## config.mk

```make
export PLATFORM = sky130hd
export DESIGN_NAME = ula_seq
export DESIGN_NICKNAME = d
export VERILOG_FILES = /design/src/rtl/ula_seq_pkg.sv /design/src/rtl/ula_seq_decode.sv /design/src/rtl/ula_seq.sv
export SDC_FILE = /design/constraint.sdc
export NUM_CORES = 1
export LEC_CHECK = 0
export ABC_AREA = 1
export CAP_MARGIN = 20
export CORE_MARGIN = 1.5
export CORE_UTILIZATION = 40
export CTS_CLUSTER_SIZE = 24
export DETAILED_ROUTE_END_ITERATION = 8
export GPL_ROUTABILITY_DRIVEN = 0
export HOLD_SLACK_MARGIN = 0.02
export PLACE_DENSITY = 0.69
export REMOVE_ABC_BUFFERS = 1
export SLEW_MARGIN = 10
export SYNTH_ARGS = -nofsm -noshare
export SYNTH_HDL_FRONTEND = slang
export SYNTH_HIERARCHICAL = 1
export SYNTH_SLANG_ARGS = --single-unit
```

## constraint.sdc

```tcl
create_clock -name clk -period 1.33 [get_ports clk]
set_input_delay 0.133 -clock clk [delete_from_list [all_inputs] [get_ports clk]]
set_output_delay 0.133 -clock clk [all_outputs]
set_load 0.01 [all_outputs]
```

## src/rtl/ula_seq_pkg.sv

```systemverilog
// Shared opcode, ULA operation and sequencer state encodings for ula_seq.
package ula_seq_pkg;

    localparam logic [3:0] OP_LDX  = 4'b1000;
    localparam logic [3:0] OP_LDY  = 4'b1001;
    localparam logic [3:0] OP_MVZX = 4'b1010;
    localparam logic [3:0] OP_MVZY = 4'b1011;
    localparam logic [3:0] OP_NOP  = 4'b1100;

    localparam logic [2:0] ULA_ADD = 3'b000;
    localparam logic [2:0] ULA_SUB = 3'b001;
    localparam logic [2:0] ULA_NEG = 3'b010;
    localparam logic [2:0] ULA_EQ  = 3'b011;
    localparam logic [2:0] ULA_GT  = 3'b100;
    localparam logic [2:0] ULA_LT  = 3'b101;
    localparam logic [2:0] ULA_AND = 3'b110;
    localparam logic [2:0] ULA_XOR = 3'b111;

    typedef enum logic [1:0] {
        FETCH = 2'd0,
        EXEC  = 2'd1,
        WB    = 2'd2
    } state_t;

endpackage

```

## src/rtl/ula_seq_decode.sv

```systemverilog
// Combinational opcode decode for the ula_seq sequencer.
module ula_seq_decode
    import ula_seq_pkg::*;
(
    input  logic [3:0] op_i,
    output logic       is_alu_o,
    output logic       is_cmp_o,
    output logic       wr_x_o,
    output logic       wr_y_o,
    output logic       src_z_o,
    output logic       illegal_o
);

    always_comb begin
        is_alu_o  = ~op_i[3];
        is_cmp_o  = ~op_i[3] && (op_i[2:0] == ULA_EQ || op_i[2:0] == ULA_GT ||
                                 op_i[2:0] == ULA_LT);
        wr_x_o    = (op_i == OP_LDX) || (op_i == OP_MVZX);
        wr_y_o    = (op_i == OP_LDY) || (op_i == OP_MVZY);
        src_z_o   = (op_i == OP_MVZX) || (op_i == OP_MVZY);
        // 1101..1111 sit above NOP in the register-op space
        illegal_o = op_i[3] && (op_i[2:0] > OP_NOP[2:0]);
    end

endmodule

```

## src/rtl/ula_seq.sv

```systemverilog
// Sequencer and operand/result registers in front of the 4-bit combinational ULA.
// Optional registered overflow flag output when ULA_SEQ_OVF_EN is defined.
module ula_seq
    import ula_seq_pkg::*;
#(
    parameter int DATA_W = 4,
    parameter int OP_W   = 4
) (
    input  logic              clk,
    input  logic              rst,
    input  logic              instr_valid,
    output logic              instr_ready,
    input  logic [OP_W-1:0]   opcode,
    input  logic [DATA_W-1:0] operand,
    output logic [DATA_W-1:0] outx,
    output logic [DATA_W-1:0] outy,
    output logic [2:0]        tula,
    input  logic [DATA_W-1:0] outula,
    input  logic              status,
    output logic [DATA_W-1:0] z_out,
    output logic              flag,
    output logic              done,
    output logic              err
`ifdef ULA_SEQ_OVF_EN
    ,
    output logic              ovf
`endif
);

    state_t            state_q, state_d;
    logic [OP_W-1:0]   op_q;
    logic [DATA_W-1:0] opd_q;
    logic [DATA_W-1:0] x_q, y_q, z_q;
    logic              f_q;
    logic [2:0]        tula_q;

    logic is_alu, is_cmp, wr_x, wr_y, src_z, illegal;

    ula_seq_decode u_decode (
        .op_i      (op_q),
        .is_alu_o  (is_alu),
        .is_cmp_o  (is_cmp),
        .wr_x_o    (wr_x),
        .wr_y_o    (wr_y),
        .src_z_o   (src_z),
        .illegal_o (illegal)
    );

    // done/err are decoded from WB so an async reset cancels them immediately
    always_comb begin
        state_d     = state_q;
        instr_ready = 1'b0;
        done        = 1'b0;
        err         = 1'b0;
        case (state_q)
            FETCH: begin
                instr_ready = ~rst;
                if (instr_valid) state_d = opcode[OP_W-1] ? WB : EXEC;
            end
            EXEC: state_d = WB;
            WB: begin
                done    = 1'b1;
                err     = illegal;
                state_d = FETCH;
            end
            default: state_d = FETCH;
        endcase
    end

    always_ff @(posedge clk or posedge rst) begin
        if (rst) begin
            state_q <= FETCH;
            op_q    <= '0;
            opd_q   <= '0;
            x_q     <= '0;
            y_q     <= '0;
            z_q     <= '0;
            f_q     <= 1'b0;
            tula_q  <= ULA_ADD;
        end else begin
            state_q <= state_d;
            if (state_q == FETCH && instr_valid) begin
                op_q  <= opcode;
                opd_q <= operand;
                if (!opcode[OP_W-1]) tula_q <= opcode[2:0];
            end
            if (state_q == WB) begin
                if (is_alu) begin
                    if (is_cmp) f_q <= status;
                    else        z_q <= outula;
                end
                if (wr_x) x_q <= src_z ? z_q : opd_q;
                if (wr_y) y_q <= src_z ? z_q : opd_q;
            end
        end
    end

`ifdef ULA_SEQ_OVF_EN
    logic ovf_q;

    always_ff @(posedge clk or posedge rst) begin
        if (rst) begin
            ovf_q <= 1'b0;
        end else if (state_q == WB && is_alu) begin
            if (tula_q == ULA_ADD)
                ovf_q <= (x_q[DATA_W-1] == y_q[DATA_W-1]) && (outula[DATA_W-1] != x_q[DATA_W-1]);
            else if (tula_q == ULA_SUB)
                ovf_q <= (x_q[DATA_W-1] != y_q[DATA_W-1]) && (outula[DATA_W-1] != x_q[DATA_W-1]);
        end
    end

    assign ovf = ovf_q;
`endif

    assign outx  = x_q;
    assign outy  = y_q;
    assign z_out = z_q;
    assign flag  = f_q;
    assign tula  = tula_q;

endmodule

```

* Yosys cells after proc, flatten, opt, wreduce, memory -nomap -nowiden *
Cells that the tools add are included.

word-level totals
  register bits after elaboration = 26
  input port bits = 16
  output and inout bits = 19

cells by class
  $lt $le $gt $ge = 1
  equality and inequality tests = 10
  muxes and demuxes = 7
  bitwise operators = 4
  reductions and logical operators = 14

operator list
  kind                                                                   number
  4-bit equality test, second input constant                             4
  3-bit equality test, second input constant                             2
  2-bit AND reduction                                                    3
  3-bit AND reduction                                                    2
  1-bit logical OR                                                       5
  2-bit 2-to-1 mux                                                       2
  4-bit 2-to-1 mux                                                       1
  1-bit NOT                                                              4
  2-bit one-hot mux with 2 select lines                                  1
  3-bit by 2-bit equality test with 1-bit output, second input constant  1
  3-bit greater-than comparator, second input constant                   1
  1-bit logical AND                                                      3
  1-bit 2-to-1 mux                                                       3
  2-bit by 1-bit equality test with 1-bit output, second input constant  1
  2-bit equality test, second input constant                             1
  2-bit zero test                                                        1
  2-bit inequality test, second input constant                           1

* Logic depth before layout (Yosys ltp) *
Gate-level depths: netlist (run 1).

  depth after elaboration = 6
  depth in mapped cells = 7
  mapped depth without buffers = 7

* Cells and area by module *
The synthesis (run 1) kept the hierarchy.

modules (own cells, without submodules)
  module          times used  cells an instance  area an instance (um^2)
  ula_seq         1           135                1154.9
  ula_seq_decode  1           14                 58.8

* Worst setup path before layout (run 1) *
No wires, ideal clock.

  path type = reg2reg
  start = register op_q[3]
  end = register z_q[0], in the netlist z_out[0]
  setup time = 0.066 ns
  arrival = 1.096 ns
  required time = 1.264 ns
  path slack = 0.168 ns
  stages on the path, launching flop included = 8
  path through = dfrtp_1 inv_1 nand2_1 nor2_1 inv_1 nand4_1 nand2_1 nand2_1

on the way
  longest elaborated chain between the ends = 4

RTL lines
  item                           line                  text
  start: declaration             ula_seq.sv:31         logic [OP_W-1:0] op_q;
  start signal: assignment       ula_seq.sv:83         op_q <= opcode;
  1-bit NOT (no line)            n/a
  1-bit logical AND              ula_seq_decode.sv:16  is_cmp_o = ~op_i[3] && (op_i[2:0] == ULA_EQ || op_i[2:0] == ULA_GT ||
  via is_cmp                     ula_seq.sv:37         logic is_alu, is_cmp, wr_x, wr_y, src_z, illegal;
  1-bit NOT (no line)            n/a
  3-bit AND reduction (no line)  n/a
  end signal: assignment         ula_seq.sv:90         else z_q <= outula;
  end: declaration               ula_seq.sv:33         logic [DATA_W-1:0] x_q, y_q, z_q;

The timed path passes the listed nets, and every way through them passes these cells.
A chain may end at the register's enable or synchronous reset.

* Final worst setup path (run 1) *
  start = register op_q[2]
  end = output port err

on the way
  longest elaborated chain between the ends = 3

RTL lines
  item                           line                  text
  3-bit greater-than comparator  ula_seq_decode.sv:22  illegal_o = op_i[3] && (op_i[2:0] > OP_NOP[2:0]);
  1-bit logical AND              ula_seq_decode.sv:22
  via illegal                    ula_seq.sv:37
  1-bit 2-to-1 mux               ula_seq.sv:55         case (state_q)
  end: declaration               ula_seq.sv:23         output logic err

The timed path passes the listed nets, and every way through them passes these cells.

==> results.py, run 1 <==
metrics = {
    "setup_path": {
        "cp_max_fo": 2,
        "reg2reg_slack_ns": 0.05,
        "cp-end-kind": "output port",
        "critical_path_required_ns": 1.20,
        "worstSetupPathType": "reg2out",
        "arrival_ns": 1.20,
        "timing.rr.start": "op_q[2]",
        "r2r-end": "outx[2]",
        "start_kind": "flip-flop",
        "r2r_cells": 9,
    },
    "logic_synthesis": {
        "synth.most_common_cell": "nand2_1",
        "syn-cell-area_mm2": 0.00121,
        "synthTopCellsByCount": "nand2_1 (64), dfrtp_1 (26), inv_1 (15), nand4_1 (10), nand3_1 (8)",
        "synth_ff_type": "dfrtp_1",
        "synth_enable_flop_cells": 0,
        "yosysUniqueCellTypes": 18,
        "ys_warn_count": 6,
        "ys_top_cells_by_area": "dfrtp_1 (54%), nand2_1 (20%), nand4_1 (5.2%)",
        "synth.avg_cell_area_um2": 8.15,
        "synth_seq_area_share": 0.536,
        "syn_inst": 149,
        "async_flop_share": 1.00,
        "yosysTopAreaCell": "dfrtp_1",
        "synth.top_cell.area_share": 0.536,
        "synth-seq-cells": 26,
    },
    "cells_and_area": {
        "drive_above_1_share": 0.302,
        "num_antenna_cells": 0,
        "synthToLayoutAreaGrowth_pct": 56.1,
        "nets": 232,
        "fillers": 233,
        "final_cells": 246,
    },
    "drt": {
        "vias": 1180,
        "wl_per_cell_um": 11.6,
        "avgViaCountPerCell": 4.80,
        "wl_um": 2850,
        "drc": 2,
        "ant_nets": 0,
        "drt_first_pass_iters": 6,
        "drt-initial-drc-count": 27,
    },
    "sta": {
        "worst_pin_slew_ns": 0.334,
        "grt_setup_unrepaired": "true",
        "fmax_ghz": 0.750,
        "clock_skew_ns": 0.00757,
        "setup_ws_ns": -0.00415,
        "setup_violations": 1,
        "min_period_ns": 1.33,
        "drv_slew": 0,
        "hold_viol_final": 0,
        "period_share": 1.00,
        "relSlewSlack": 0.777,
    },
    "clock_tree": {
        "cts_tree": "yes",
        "clk-insertion-delay-late_ns": 0.32,
        "cts_sinks": 26,
        "ctsHoldBuffers": 0,
        "htreeDepth": 1,
        "clk_pin_slew_ns": 0.14,
        "clockBufferDepth": 2,
        "cts-root-buf": "clkbuf_4",
        "cts_made_buffers": 3,
    },
    "place": {
        "dp.cells": 232,
        "hpwlAfterDp_um": 2030,
        "io_buffers": 34,
    },
    "power_and_ir_drop": {
        "design_power_total_mw": 2.77,
        "p_leak_nw": 1.04,
        "pwr_density_cell_mw_per_mm2": 1460,
        "vdd_drop_max_v": 0.000598,
    },
    "die": {
        "die-area_mm2": 0.00337,
        "die_y_um": 58.1,
        "io_pins": 35,
        "die_width_um": 58.1,
        "start_util": 0.429,
        "rows": 19,
        "core_mm2": 0.00283,
    },
    "global_route": {
        "overflow": 0,
        "grt_pass1_wl_um": 4620,
        "grt_max_degree": 27,
        "grt_use_total": 0.175,
        "grt_pass1_vias": 1126,
        "antenna_found_initial": 0,
    },
    "hold_path": {
        "hp-class": "in2async",
    },
    "status": {
        "violations": "design-rule violations, negative setup slack",
        "status": "finished with violations",
    },
    "flow_run": {
        "maxCapViolations": 0,
    },
}
-- worst max path at each step --
stage / end / slack, ns / cells after the start / start
5_1_grt: err / -0.08 / 5 / op_q[2]
4_1_cts: instr_ready / 0.002 / 2 / state_q[0]
2_1_floorplan: tula[0] / 0.14 / 4 / state_q[0]
6_report: err / -0.004 / 5 / op_q[2]
3_3_place_gp: instr_ready / -0.04 / 3 / rst
3_5_place_dp: instr_ready / -0.07 / 3 / rst
-- power by group --
| part | internal, mW | switching (mW) | total (mW) |
|---|---|---|---|
| sequential | 1.02 | 0.116 | 1.14 |
| clock | 0.167 | 0.237 | 0.405 |
| combinational | 0.616 | 0.616 | 1.23 |
| total | 1.80 | 0.969 | 2.77 |
-- cell type report --
cell class | instances | area, um^2 | share of cell area
flip-flops and latches | 26 | 651 | 0.343
well taps | 31 | 38.8 | 0.0205
repair buffers | 64 | 552 | 0.291
multi-input cells | 104 | 553 | 0.292
inverters | 17 | 63.8 | 0.0337
clock buffers | 4 | 36.3 | 0.0192
-- through the flow --
step | area, um^2 | worst slack, ns | hold slack [ns] | setup TNS, ns | util
after detailed placement | 1730 | -0.0661 | 0.465 | -0.0965 | 0.611
after global routing | 1890 | -0.0758 | 0.251 | -0.396 | 0.670
final | 1890 | -0.00415 | 0.187 | -0.00415 | 0.670
after CTS | 1770 | 0.00193 | 0.194 | 0 | 0.627
after global placement | 1730 | -0.0382 | 0.460 | -0.0386 | 0.611
after floorplan | 1200 | 0.139 | 0.173 | 0 | -
-- registers in the layout, indices dropped and copies added, names as in the netlist --
register  cells
flag          1
op_q          4
opd_q         4
outx          4
outy          4
state_q       2
tula          3
z_out         4
-- layout by cell type (no fill, tap or decap) --
| master | count |
|---|---|
| nand2_1 | 59 |
| dfrtp_1 | 26 |
| buf_4 | 26 |
| dlygate4sd2_1 | 16 |
| clkdlybuf4s50_1 | 15 |
| inv_1 | 12 |
| nand4_1 | 10 |
| nand3_1 | 7 |
| nand2_2 | 6 |
| inv_2 | 5 |
| buf_6 | 5 |
| o21ai_2 | 4 |
| nor2_2 | 3 |
| nand2_4 | 3 |
| clkbuf_4 | 3 |
| nor2_1 | 3 |
| nor2_4 | 2 |
| buf_2 | 2 |
| nor2_8 | 1 |
| nand3_2 | 1 |
| o21ai_1 | 1 |
| a21oi_1 | 1 |
| nor3_2 | 1 |
| clkbuf_8 | 1 |
| a21oi_2 | 1 |
| a21oi_4 | 1 |
-- logic make-up (layout without fill, tap and decap cells) --
| logic type | count (synthesis) | count (layout) | synth area share |
|---|---|---|---|
| simple gates | 96 | 96 | 0.363 |
| flops | 26 | 26 | 0.536 |
| buf+inv | 19 | 85 | 0.0649 |
| compound gates | 8 | 8 | 0.0361 |
-- timing repair --
action,in CTS,in global routing
buffers inserted,5,5
gates resized for setup,28,30
pin swaps,1,13
endpoints found under the setup margin,23,26
-- per-layer routing --
metal,vias up,wire (um),global-route usage
met5,-,0,0
met4,0,31,0.0532
met3,4,130,0.0268
met2,33,1400,0.317
met1,537,1290,0.214
li1,606,-,-
-- critical path, stage by stage, from the launching register on --
cell and delay [ns]:
dfrtp_1 0.41, nand2_1 0.08, a21oi_2 0.11, inv_1 0.06
nor2_2 0.08, buf_2 0.14
(Power assumes the default switching activity.)
==> run 2, diff against run 1 <==
--- a/config.mk
+++ b/config.mk
@@ -9,6 +9,7 @@
 export CAP_MARGIN = 20
 export CORE_MARGIN = 1.5
 export CORE_UTILIZATION = 40
+export CTS_BUF_LIST = sky130_fd_sc_hd__clkbuf_8
 export CTS_CLUSTER_SIZE = 24
 export DETAILED_ROUTE_END_ITERATION = 8
 export GPL_ROUTABILITY_DRIVEN = 0
==> results.py, run 2 (synthesis gave the netlist of run 1 again) <==
metrics = {
    "sta": {
        "drv_slew": 0,
        "grt_setup_unrepaired": "true",
        "setup_violations": 0,
        "fmax_ghz": 0.770,
        "hold_viol_final": 0,
        "min_period_ns": 1.30,
        "period_share": 0.977,
        "clock_skew_ns": 0.00481,
        "relSlewSlack": 0.782,
        "worst_pin_slew_ns": 0.326,
        "fin_hold_ws_ns": 0.253,
        "setup_ws_ns": 0.0312,
    },
    "setup_path": {
        "slowest_delay_ns": 0.39,
        "cpLargestDelayFamily": "buffers and inverters",
        "crit_chain": "buf_4 -> inv_1 -> nand2_1 -> nor2_2 -> inv_2 -> buf_4 -> nand4_1 -> nand2_1",
        "start_kind": "flip-flop",
        "worstSetupPathType": "reg2reg",
        "cp-end-kind": "flip-flop",
        "arrival_ns": 1.46,
        "cp_slowest_cell": "dfrtp_1",
        "critical_path_required_ns": 1.49,
        "cp_max_fo": 4,
        "crit_buf_inv": 4,
    },
    "cells_and_area": {
        "final_cell_area_mm2": 0.00184,
        "synthToLayoutAreaGrowth_pct": 51.3,
        "nets": 225,
        "final_cells": 239,
        "num_antenna_cells": 0,
        "drive_above_1_share": 0.240,
        "final_cell_mix": "nand2_1 (63), dfrtp_1 (25), clkdlybuf4s50_1 (22), buf_4 (22), inv_1 (14)",
        "final_common_cell": "nand2_1",
        "fillers": 238,
    },
    "power_and_ir_drop": {
        "p_comb_frac": 0.411,
        "power_frac_seq": 0.410,
        "p_switching_mw": 0.915,
        "sw_frac_of_total": 0.325,
        "design_power_total_mw": 2.81,
        "p_leak_nw": 1.05,
        "pwr_density_cell_mw_per_mm2": 1530,
        "power.internal_mw": 1.90,
        "clkPwrFrac": 0.179,
        "vdd_drop_max_v": 0.000672,
    },
    "drt": {
        "drc": 2,
        "drt_first_pass_iters": 6,
        "avgViaCountPerCell": 4.76,
        "ant_nets": 0,
        "drt-initial-drc-count": 33,
        "wl_um": 2650,
        "wl_per_cell_um": 11.1,
        "vias": 1138,
    },
    "clock_tree": {
        "cts_tree": "yes",
        "clk_pin_slew_ns": 0.09,
        "cts-root-buf": "clkbuf_8",
        "clockBufferDepth": 2,
        "ctsHoldBuffers": 0,
        "clk-insertion-delay-late_ns": 0.27,
        "cts_made_buffers": 3,
        "htreeDepth": 1,
        "cts_sinks": 26,
    },
    "die": {
        "die_width_um": 58.1,
        "io_pins": 35,
        "die_y_um": 58.1,
        "die-area_mm2": 0.00337,
        "rows": 19,
        "start_util": 0.429,
        "core_mm2": 0.00283,
    },
    "place": {
        "hpwlAfterDp_um": 2030,
        "dp.cells": 232,
        "postPlaceCellArea_mm2": 0.00173,
        "io_buffers": 34,
        "preCtsSetupSlack_ns": -0.0661,
    },
    "global_route": {
        "grt_max_degree": 27,
        "antenna_found_initial": 0,
        "overflow": 0,
        "grt_use_total": 0.175,
        "grt_pass1_wl_um": 4550,
        "grt_pass1_vias": 1105,
    },
    "status": {
        "violations": "design-rule violations",
        "status": "finished with violations",
    },
    "hold_path": {
        "hp-class": "in2async",
    },
    "flow_run": {
        "maxCapViolations": 0,
    },
}
[run 2: area by class of cell]
type / count / area [um^2] / area share
sequential: 26 / 652 / 0.355
tap: 31 / 38.8 / 0.0211
multi-input combinational: 104 / 507 / 0.276
timing repair buffer: 57 / 520 / 0.283
inverter: 17 / 63.8 / 0.0347
clock buffer: 4 / 55.1 / 0.0300
[run 2: worst paths after layout]
kind / start / slack, ns / to / cells past startpoint
worst min register to register: outy[3] / 0.48 / outy[3] / 2
worst max register to register: op_q[3] / 0.03 / z_out[2] / 8
max in group asynchronous: rst / 0.82 / state_q[1] / 3
min in group clk: operand[3] / 0.42 / opd_q[3] / 3
worst max-delay path: op_q[3] / 0.03 / z_out[2] / 8
worst min-delay path: rst / 0.25 / op_q[3] / 3
[run 2: what timing repair did]
| item | in CTS | in global routing |
|---|---|---|
| setup endpoints to repair | 7 | 31 |
| resized for setup | 11 | 23 |
| endpoints found under the hold margin | 0 | 0 |
| buffers inserted | 2 | 1 |
| pin swaps | 0 | 4 |
[run 2: layer usage]
metal | GRT usage | vias to the layer above | routed length [um]
met2 | 0.313 | 31 | 1280
met4 | 0.0631 | 0 | 27
met3 | 0.0246 | 4 | 132
met5 | 0 | - | 0
met1 | 0.213 | 509 | 1210
li1 | - | 594 | -
[run 2: power by group through the flow]
stage                     logic [mW]  registers [mW]  clock network, mW
after CTS                       1.14            1.16              0.516
after global placement          1.07            1.18                  0
after global routing            1.28            1.19              0.549
after detailed placement        1.08            1.19                  0
final                           1.16            1.15              0.503
after floorplan                0.365            1.27                  0
[run 2: per-stage QoR]
step                utilization  TNS [ns]
finish                    0.649         0
global route              0.649   -0.0629
CTS                       0.634         0
detailed placement        0.611   -0.0965
global placement          0.611   -0.0386
floorplan                     -         0
[run 2: worst register-to-register path: stages, from the launching register on]
cell and delay [ns]:
dfrtp_1 0.39, buf_4 0.15, inv_1 0.06, nand2_1 0.06, nor2_2 0.16, inv_2 0.05, buf_4 0.15, nand4_1 0.11
nand2_1 0.06
==> run 3, diff against run 2 <==
--- a/config.mk
+++ b/config.mk
@@ -10,13 +10,13 @@
 export CORE_MARGIN = 1.5
 export CORE_UTILIZATION = 40
 export CTS_BUF_LIST = sky130_fd_sc_hd__clkbuf_8
+export CTS_CLUSTER_DIAMETER = 150
 export CTS_CLUSTER_SIZE = 24
 export DETAILED_ROUTE_END_ITERATION = 8
 export GPL_ROUTABILITY_DRIVEN = 0
 export HOLD_SLACK_MARGIN = 0.02
 export PLACE_DENSITY = 0.69
 export REMOVE_ABC_BUFFERS = 1
-export SLEW_MARGIN = 10
 export SYNTH_ARGS = -nofsm -noshare
 export SYNTH_HDL_FRONTEND = slang
 export SYNTH_HIERARCHICAL = 1
==> results of run 3 <==
Final layout, timing and power as in run 2 (identical DEF).
